==> src/rtl/channel_param_sequencer.sv <==
// channel_param_sequencer: shadowed channel config (NCO/down increments, gain) applied atomically on a tick, gain ramped to target
// Ports: sys_clk/rst_n clock and async active-low reset; cfg_valid/cfg_ready/cfg_addr/cfg_data shadow write port
//        (0=nco, 1=down, 2=gain, 3=discarded); commit arms an apply on the next tick; tick is the decimated-sample strobe;
//        phase_inc_nco/phase_inc_down/gain active outputs; busy while armed or ramping; update_pulse on apply;
//        commit_err when a commit arrives while armed or ramping.
module channel_param_sequencer #(
  parameter int PW = 19,
  parameter int GW = 32,
  parameter logic [GW-1:0] GAIN_STEP = 32'h0010_0000,
  parameter bit RAMP_EN = 1'b1
) (
  input  logic          sys_clk,
  input  logic          rst_n,
  input  logic          cfg_valid,
  output logic          cfg_ready,
  input  logic [1:0]    cfg_addr,
  input  logic [31:0]   cfg_data,
  input  logic          commit,
  input  logic          tick,
  output logic [PW-1:0] phase_inc_nco,
  output logic [PW-1:0] phase_inc_down,
  output logic [GW-1:0] gain,
  output logic          busy,
  output logic          update_pulse,
  output logic          commit_err
);
  typedef enum logic [1:0] {IDLE, ARMED, RAMP} state_t;
  state_t        r_state;
  logic [PW-1:0] r_sh_nco, r_sh_down;
  logic [GW-1:0] r_sh_gain, r_target;
  logic          w_wr, w_up, w_close;
  logic [GW:0]   w_diff;
  assign cfg_ready = r_state != ARMED;
  assign busy      = r_state != IDLE;
  assign w_wr      = cfg_valid && cfg_ready;
  assign w_up      = r_target > gain;
  // distance to target in GW+1 bits so the last step can clamp instead of wrapping
  assign w_diff    = w_up ? {1'b0, r_target} - {1'b0, gain} : {1'b0, gain} - {1'b0, r_target};
  assign w_close   = w_diff <= {1'b0, GAIN_STEP};
  always_ff @(posedge sys_clk or negedge rst_n) begin
    if (!rst_n) begin
      r_state        <= IDLE;
      r_sh_nco       <= '0;
      r_sh_down      <= '0;
      r_sh_gain      <= '0;
      r_target       <= '0;
      phase_inc_nco  <= '0;
      phase_inc_down <= '0;
      gain           <= '0;
      update_pulse   <= 1'b0;
      commit_err     <= 1'b0;
    end else begin
      update_pulse <= 1'b0;
      commit_err   <= 1'b0;
      if (w_wr && cfg_addr == 2'd0) r_sh_nco  <= cfg_data[PW-1:0];
      if (w_wr && cfg_addr == 2'd1) r_sh_down <= cfg_data[PW-1:0];
      if (w_wr && cfg_addr == 2'd2) r_sh_gain <= cfg_data[GW-1:0];
      case (r_state)
        IDLE: if (commit) r_state <= ARMED;
        ARMED: begin
          if (commit) commit_err <= 1'b1;
          if (tick) begin
            phase_inc_nco  <= r_sh_nco;
            phase_inc_down <= r_sh_down;
            r_target       <= r_sh_gain;
            update_pulse   <= 1'b1;
            if (!RAMP_EN || r_sh_gain == gain) begin
              gain    <= r_sh_gain;
              r_state <= IDLE;
            end else r_state <= RAMP;
          end
        end
        RAMP: begin
          if (commit) commit_err <= 1'b1;
          if (tick) begin
            gain    <= w_close ? r_target : w_up ? gain + GAIN_STEP : gain - GAIN_STEP;
            r_state <= w_close ? IDLE : RAMP;
          end
        end
        default: r_state <= IDLE;
      endcase
    end
  end
endmodule
==> config.mk <==
export PLATFORM = sky130hd
export DESIGN_NAME = channel_param_sequencer
export DESIGN_NICKNAME = d
export VERILOG_FILES = /design/src/rtl/channel_param_sequencer.sv
export SDC_FILE = /design/constraint.sdc
export NUM_CORES = 1
export LEC_CHECK = 0
export ABC_AREA = 1
export BUFFER_PORTS_ARGS = -buffer_cell sky130_fd_sc_hd__buf_2
export CAP_MARGIN = 30
export CORE_MARGIN = 2
export CORE_UTILIZATION = 45
export DETAILED_ROUTE_END_ITERATION = 8
export GPL_TIMING_DRIVEN = 0
export PLACE_DENSITY = 0.72
export SYNTH_ARGS = -nofsm -noshare
export SYNTH_HDL_FRONTEND = slang
export SYNTH_SLANG_ARGS = --single-unit
==> constraint.sdc <==
create_clock -name sys_clk -period 8.5 [get_ports sys_clk]
set_clock_uncertainty 0.15 [all_clocks]
set_input_delay 0 -clock sys_clk [delete_from_list [all_inputs] [get_ports sys_clk]]
set_output_delay 0 -clock sys_clk [all_outputs]
set_load 0.05 [all_outputs]
==> flow_metrics.py, run 1 <==
metrics = {
    "route": {
        "drcViolationCount": 0,
        "wl_per_cell_um": 16.6,
        "detailedRoute.firstIterationViolations": 1137,
        "wl_met2_um": 19400,
        "via_per_inst": 5.25,
        "drt-pass1-iter-count": 5,
        "drt-met1-wl_um": 18200,
        "wl_met3_um": 2810,
        "ant_nets": 0,
        "wl_um": 41900,
        "num_vias": 13200,
        "highest_layer": "met4",
    },
    "placement": {
        "gp_routability_congestion": 1.01,
        "hpwl_um": 33500,
        "dp_cells": 2455,
        "io_buffers": 112,
    },
    "global_routing": {
        "grt_pass1_vias": 12900,
        "grt_pass1_wl_um": 67600,
        "overflow": 0,
        "grt_max_degree": 95,
        "grt_usage": 0.282,
        "antenna_found_initial": 0,
    },
    "synthesis": {
        "synth_ff_type": "dfrtp_1",
        "synth_fp_nets": 2080,
        "synth_largest_area_cell": "dfrtp_1",
        "async_flop_share": 1.00,
        "synth_seq_area_share": 0.341,
        "synth_area_um2": 12900,
        "synth.top_cell.area_share": 0.341,
        "synth.distinct_cells": 47,
        "syn_inst": 1958,
        "synthTopCellsByCount": "nand2_1, inv_1, dfrtp_1, nor2_1, o21ai_0",
        "synth_area_leaders": "dfrtp_1, nand2_1, inv_1",
        "synth_edf_count": 0,
        "ys_warn_count": 0,
        "syn_avg_cell_area_um2": 6.60,
        "ys_ff_latch": 176,
        "yosysMostFrequentCell": "nand2_1",
    },
    "sta": {
        "tns_ps": 0,
        "setup_violations": 0,
        "fmax_mhz": 200,
        "min_period_over_period": 0.587,
        "rsz0062_at_grt": "false",
        "hold_ws_ps": -9.91,
        "hold_viol": 7,
        "worstMarginPinSlew_ps": 663,
        "maxSlewViolCount": 0,
        "relSlewSlack": 0.558,
        "period_needed_ps": 4990,
    },
    "finish": {
        "drive_gt1_frac": 0.0959,
        "instances_no_fill": 2522,
        "syn2layout_area_growth_pct": 15.7,
        "nets": 2247,
        "post-route-util": 0.525,
        "n_fill_cell": 2831,
        "num_antenna_cells": 0,
    },
    "job": {
        "max-cap-violations": 0,
    },
    "cts": {
        "cts_max_level": 4,
        "postCtsSetupRepairBufs": 0,
        "clock_latency_ps": 430,
        "path_clk_slew_ps": 70,
        "cts_sinks": 176,
        "clockBufferDepth": 2,
        "cts_buffers": 17,
        "cts_tree": "built",
        "clockRootBuffer": "clkbuf_16",
        "cts_resized": 0,
    },
    "setup_path": {
        "crit_start": "gain[8]",
        "r2r_start": "gain[8]",
        "worstPathMaxFanout": 21,
        "required_ps": 8710,
        "startpoint_type": "flip-flop",
        "arrival_ps": 5200,
        "cp-end-kind": "flip-flop",
        "worstSetupPathType": "reg2reg",
    },
    "floorplan": {
        "num_rows": 62,
        "ios": 113,
        "die_area_um2": 30100,
        "initial_utilization": 0.454,
        "dieHeight_um": 173,
        "core_um2": 28500,
        "die_x_um": 173,
    },
    "outcome": {
        "violations": "negative hold slack",
        "status": "finished with violations",
    },
    "worst_hold_path": {
        "worstHoldPathType": "in2async",
    },
}
per-stage QoR:
stage	hold WS [ps]	cell area [um^2]	setup slack, ps
6_report	-9.91	15000	3510
5_1_grt	46.3	15000	3110
4_1_cts	28.2	15000	3600
3_5_place_dp	-112	14000	3640
3_3_place_gp	58.3	14000	3670
2_1_floorplan	-446	12900	4250
layer usage:
metal,up-vias,global-route usage
met3,76,0.0322
met4,0,0.100
met2,503,0.475
met5,-,0
met1,6165,0.376
li1,6489,-
cell usage in the layout, fill, tap and decap left out, drive strengths merged:
cell type	n
or2	2
clkbuf	52
o2111ai	4
o211ai	3
inv	297
clkinv	6
nor3	7
a31oi	2
o21ai	117
nand3	109
fa	3
nor4	2
ha	80
bufinv	2
o21bai	7
a21o	2
a21oi	101
nor2	131
nand2	754
xnor2	25
xor2	10
buf	138
dlygate4sd3	35
o221ai	2
nand3b	2
dfrtp	176
nand4	62
clkinvlp	2
and2	2
o21a	1
a21boi	1
o22ai	1
flip-flops by register name (all words and copies together), names as in the netlist:
register        count
gain               32
r_sh_gain          32
r_target           32
phase_inc_down     19
phase_inc_nco      19
r_sh_down          19
r_sh_nco           19
r_state             2
commit_err          1
update_pulse        1
layout make-up:
| type | count | area [um^2] | area share |
|---|---|---|---|
| clock inverter | 15 | 178 | 0.0119 |
| clock buffer | 17 | 425 | 0.0285 |
| tap | 384 | 480 | 0.0321 |
| buffer | 60 | 275 | 0.0184 |
| multi-input combinational | 1430 | 7140 | 0.478 |
| sequential | 176 | 4400 | 0.295 |
| timing repair buffer | 148 | 948 | 0.0634 |
| inverter | 292 | 1100 | 0.0735 |
timing repair:
| item | CTS | global route |
|---|---|---|
| endpoints found under the setup margin | 0 | 0 |
| endpoints found under the hold margin | 249 | 0 |
| hold buffers | 35 | 0 |
final timing paths:
check	end	slack [ps]	cells past startpoint
worst min-delay path	phase_inc_down[10]	-10	2
worst min register to register	phase_inc_nco[4]	320	2
max in group asynchronous	r_sh_down[9]	7340	3
worst max register to register	gain[31]	3510	26
worst max-delay path	gain[31]	3510	26
min in group sys_clk	r_sh_down[17]	50	5
cell families after synthesis:
kind of cell | synth area share
XOR/XNOR | 0.0237
AO/OA/AOI/OAI | 0.0996
buffers and inverters | 0.106
flip-flops | 0.341
adder cells (fa/ha/maj) | 0.0821
AND/OR/NAND/NOR | 0.347
critical path, cell delays in order, from the launching register on:
cell and delay, ps:
dfrtp_1 590, inv_1 180, ha_1 500, nand2_2 150, nor2_4 160, nand3_1 100, nand3_2 130, nand2_1 60
nand2_1 100, nand2_1 70, nand2_2 160, nand2_4 120, buf_6 200, ha_1 370, nand3_1 90, and2_1 210
o21ai_0 280, nand3_1 100, and2_1 170, o21ai_0 320, a21oi_1 110, nor2_1 110, nor2_1 70, xnor2_1 120
nand2_1 60, nand3_1 80, a21oi_1 140
Power of run 1 is left out: the tool's default activity adds up to more than one toggle a clock period on the data nets, which glitch-free logic cannot reach.
==> run 2: changes to the inputs <==
==> constraint.sdc (replaced) <==
create_clock -name sys_clk -period 5.2 [get_ports sys_clk]
set_clock_uncertainty 0.15 [all_clocks]
set_input_delay 0 -clock sys_clk [delete_from_list [all_inputs] [get_ports sys_clk]]
set_output_delay 0 -clock sys_clk [all_outputs]
set_load 0.05 [all_outputs]
==> flow_metrics.py, run 2 (same netlist as run 1, synthesis figures left out) <==
metrics = {
    "route": {
        "wl_um": 41800,
        "via_per_inst": 5.25,
        "num_vias": 13300,
        "ant_nets": 0,
        "drt-pass1-iter-count": 6,
        "wl_per_cell_um": 16.6,
        "drcViolationCount": 0,
        "detailedRoute.firstIterationViolations": 1132,
    },
    "worst_hold_path": {
        "worstHoldPathType": "in2async",
    },
    "cts": {
        "postCtsSetupRepairBufs": 0,
        "clockRootBuffer": "clkbuf_16",
        "path_clk_slew_ps": 70,
        "cts_sinks": 176,
        "cts_buffers": 17,
        "cts_tree": "built",
        "clockBufferDepth": 2,
        "cts_max_level": 4,
        "clock_latency_ps": 430,
    },
    "outcome": {
        "violations": "negative hold slack",
        "status": "finished with violations",
    },
    "global_routing": {
        "antenna_found_initial": 0,
        "grt_pass1_wl_um": 67600,
        "grt_usage": 0.282,
        "grt_pass1_vias": 12900,
        "overflow": 0,
        "grt_max_degree": 95,
    },
    "sta": {
        "setup_violations": 0,
        "fmax_mhz": 208,
        "min_period_over_period": 0.922,
        "maxSlewViolCount": 0,
        "rsz0062_at_grt": "false",
        "period_needed_ps": 4800,
        "tns_ps": 0,
        "hold_ws_ps": -7.15,
        "hold_viol": 4,
        "worstMarginPinSlew_ps": 637,
        "relSlewSlack": 0.576,
    },
    "placement": {
        "hpwl_um": 33500,
        "gp_routability_congestion": 1.01,
        "io_buffers": 112,
    },
    "setup_path": {
        "startpoint_type": "flip-flop",
        "r2r_setup_slack_ps": 400,
        "worstPathMaxFanout": 21,
        "worstSetupPathType": "reg2reg",
        "rr_worst_depth": 24,
        "arrival_ps": 5010,
        "required_ps": 5410,
        "cp-end-kind": "flip-flop",
    },
    "floorplan": {
        "die_x_um": 173,
        "core_um2": 28500,
        "dieHeight_um": 173,
        "die_area_um2": 30100,
        "initial_utilization": 0.454,
        "ios": 113,
        "num_rows": 62,
    },
    "job": {
        "max-cap-violations": 0,
    },
    "finish": {
        "num_antenna_cells": 0,
        "layout_common_cells": "nand2_1, inv_1, dfrtp_1",
        "drive_gt1_frac": 0.0973,
        "syn2layout_area_growth_pct": 15.8,
        "final_common_cell": "nand2_1",
        "top_regs": "gain: 32 flops, r_sh_gain: 32 flops, r_target: 32 flops",
        "n_fill_cell": 2828,
        "post-route-util": 0.525,
        "nets": 2247,
    },
}
run 2: critical path, stage by stage, from the launching register on:
cell and delay, ps:
dfrtp_1 510, inv_1 130, ha_1 300, buf_2 200, nand2_1 140, nor2_2 230, inv_1 80, nor2_1 230
nand3_2 260, nand2_4 200, buf_6 250, ha_1 230, nand3_1 90, and2_1 210, o21ai_0 280, nand3_1 100
and2_1 180, o21ai_1 230, a21oi_1 100, nor2_1 110, nor2_1 70, xnor2_1 120, nand2_1 70, nand3_1 80
a21oi_1 140
run 2: routing by layer:
metal  track usage  up-vias  routed length (um)
li1              -     6481                   -
met1         0.376     6177               18100
met2         0.475      519               19400
met3        0.0322       76                2860
met4         0.100        0                1420
met5             0        -                   0
run 2: worst paths after layout:
path | start | to
setup / recovery | gain[25] | gain[31]
hold / removal | rst_n | r_sh_down[11]
setup reg to reg | gain[25] | gain[31]
hold reg to reg | r_sh_down[16] | phase_inc_down[16]
max in group asynchronous | rst_n | gain[8]
min in group sys_clk | cfg_addr[0] | r_sh_down[17]
run 2: area by class of cell:
cell class | instances | area, um^2 | share of cell area
multi-input combinational | 1430 | 7140 | 0.478
sequential | 176 | 4410 | 0.295
inverter | 292 | 1100 | 0.0735
timing repair buffer | 148 | 948 | 0.0634
tap | 384 | 480 | 0.0321
clock buffer | 17 | 425 | 0.0284
buffer | 60 | 275 | 0.0184
clock inverter | 15 | 178 | 0.0119
run 2: repair_timing:
action | in CTS | in global routing
gates resized for setup | 0 | 5
endpoints found under the setup margin | 0 | 1
hold endpoints to repair | 249 | 0
hold buffers | 35 | 0
run 2: metrics by stage:
step                      cells  worst slack (ps)  area (um^2)  hold WS [ps]
final                      2522               403        15000         -7.15
after CTS                  2522               303        15000          28.2
after detailed placement   2455               337        14000          -112
after floorplan            1958               954        12900          -446
after global placement     2454               372        14000          58.3
after global routing       2522              72.3        15000          46.3
Power of run 2 is left out for the same reason.
==> run 3: changes to the inputs <==
--- a/config.mk
+++ b/config.mk
@@ -5,7 +5,7 @@
 export SDC_FILE = /design/constraint.sdc
 export NUM_CORES = 1
 export LEC_CHECK = 0
-export ABC_AREA = 1
+export ABC_AREA = 0
 export BUFFER_PORTS_ARGS = -buffer_cell sky130_fd_sc_hd__buf_2
 export CAP_MARGIN = 30
 export CORE_MARGIN = 2
==> flow_metrics.py, run 3 <==
metrics = {
    "outcome": {
        "status": "finished clean",
    },
    "synthesis": {
        "synth.distinct_cells": 87,
        "yosysMostFrequentCell": "dfrtp_1",
        "ys_ff_latch": 176,
        "synth_seq_area_share": 0.353,
        "synthTopCellsByCount": "dfrtp_1, nand2_1, a21oi_1, mux2_2, o21ai_0",
        "syn_avg_cell_area_um2": 9.42,
        "synth_largest_area_cell": "dfrtp_1",
        "synth_fp_nets": 1446,
        "synth.top_cell.area_share": 0.353,
        "async_flop_share": 1.00,
        "ys_warn_count": 0,
        "synth_area_leaders": "dfrtp_1, mux2_2, ha_1",
        "synth_edf_count": 0,
        "syn_inst": 1324,
        "synth_ff_type": "dfrtp_1",
        "synth_area_um2": 12500,
    },
    "route": {
        "detailedRoute.firstIterationViolations": 1147,
        "via_per_inst": 5.82,
        "num_vias": 11000,
        "wl_um": 38100,
        "drt-pass1-iter-count": 5,
        "ant_nets": 0,
        "wl_per_cell_um": 20.2,
        "drcViolationCount": 0,
    },
    "global_routing": {
        "grt_pass1_vias": 10900,
        "overflow": 0,
        "antenna_found_initial": 0,
        "grt_usage": 0.265,
        "grt_max_degree": 128,
        "grt_pass1_wl_um": 59700,
    },
    "finish": {
        "top_regs": "gain: 32 flops, r_sh_gain: 32 flops, r_target: 32 flops",
        "num_antenna_cells": 0,
        "nets": 1623,
        "layout_common_cells": "dfrtp_1, buf_2, nand2_1",
        "n_fill_cell": 2377,
        "syn2layout_area_growth_pct": 17.9,
        "drive_gt1_frac": 0.248,
        "final_common_cell": "dfrtp_1",
    },
    "sta": {
        "period_needed_ps": 4970,
        "relSlewSlack": 0.349,
        "fmax_mhz": 201,
        "worstMarginPinSlew_ps": 974,
        "maxSlewViolCount": 0,
        "min_period_over_period": 0.956,
        "hold_viol": 0,
        "hold_ws_ps": 161,
        "worst_slack_ps": 229,
        "setup_violations": 0,
    },
    "worst_hold_path": {
        "worstHoldPathType": "in2reg",
    },
    "floorplan": {
        "dieHeight_um": 170,
        "core_um2": 27100,
        "die_x_um": 170,
        "die_area_um2": 29100,
        "initial_utilization": 0.460,
        "num_rows": 60,
        "ios": 113,
    },
    "placement": {
        "dp_slack_ps": -185,
        "io_buffers": 112,
        "hpwl_um": 29100,
        "gp_routability_congestion": 0.929,
    },
    "cts": {
        "cts_buffers": 17,
        "path_clk_slew_ps": 80,
        "cts_tree": "built",
        "cts_sinks": 176,
        "clock_latency_ps": 440,
        "clockRootBuffer": "clkbuf_16",
        "clockBufferDepth": 2,
        "cts_max_level": 4,
    },
    "setup_path": {
        "reg2reg_to": "gain[31]",
        "crit_start": "gain[28]",
        "r2r_start": "gain[28]",
        "startpoint_type": "flip-flop",
        "arrival_ps": 5110,
        "rr_worst_depth": 21,
        "r2r_setup_slack_ps": 230,
        "cp-end-kind": "flip-flop",
        "worstSetupPathType": "reg2reg",
        "worstPathMaxFanout": 21,
        "required_ps": 5340,
        "crit_end": "gain[31]",
    },
    "job": {
        "max-cap-violations": 0,
    },
}
[run 3: cell count changes after synthesis, sizes merged, moves of 17 or more]
cell | before | now
xor2 | 10 | 51
nand4 | 62 | 24
mux2 | 0 | 109
nand2 | 754 | 121
nand2b | 0 | 25
nand3 | 109 | 14
o41ai | 0 | 23
inv | 291 | 88
a21o | 2 | 19
nor2 | 131 | 78
[run 3: cells by family after synthesis]
family	synth area share
adder cells (fa/ha/maj)	0.0851
AND/OR/NAND/NOR	0.131
AO/OA/AOI/OAI	0.219
multiplexers	0.102
buffers and inverters	0.0583
flip-flops	0.353
XOR/XNOR	0.0511
[run 3: repair_timing]
action,4_1_cts,5_1_grt
hold buffers,37,0
gates cloned,0,0
resized for setup,1,25
buffers inserted,1,7
endpoints found under the hold margin,249,0
endpoints found under the setup margin,1,3
pin swaps,1,5
[run 3: cell type report]
class | instances | area, um^2 | share of cell area
Buffer | 73 | 397 | 0.0270
Clock buffer | 17 | 425 | 0.0290
Clock inverter | 15 | 205 | 0.0140
Inverter | 88 | 333 | 0.0227
Multi-Input combinational cell | 987 | 7400 | 0.504
Sequential cell | 176 | 4420 | 0.301
Tap cell | 372 | 465 | 0.0317
Timing Repair Buffer | 158 | 1050 | 0.0712
[run 3: metal layers]
layer / wire length [um] / track usage
met1: 16400 / 0.358
met2: 17500 / 0.426
met3: 2560 / 0.0365
met4: 1570 / 0.113
met5: 0 / 0
[run 3: stage by stage]
step,instances,instance area (um^2),setup TNS (ps),utilization
2_1_floorplan,1324,12500,0,-
3_3_place_gp,1808,13500,-138,0.498
3_5_place_dp,1809,13500,-185,0.499
4_1_cts,1879,14600,0,0.537
5_1_grt,1886,14700,-37.7,0.542
6_report,1886,14700,0,0.542
[run 3: worst min path at each step]
stage / start / to / depth (start not counted)
finish: cfg_addr[0] / r_sh_gain[31] / 4
global route: cfg_addr[0] / r_sh_gain[31] / 4
CTS: cfg_addr[0] / r_sh_gain[1] / 4
detailed placement: rst_n / commit_err / 1
global placement: cfg_data[20] / r_sh_gain[20] / 2
floorplan: rst_n / commit_err / 0
[run 3: worst max-delay path: stages, from the launching register on]
cell      delay, ps
dfrtp_1         510
inv_1           140
ha_1            410
nand4_1         280
nor3_4          290
buf_4           160
o311ai_4        110
a31oi_4         270
inv_4            80
buf_6           180
ha_1            290
a21o_1          170
a21oi_1         220
o21bai_1        120
a21oi_2         180
nor2b_1          60
o21a_1          180
o31a_1          280
o41ai_4         280
xnor2_1         120
a311oi_1        240
a211oi_1         90
Power of run 3 is left out for the same reason.
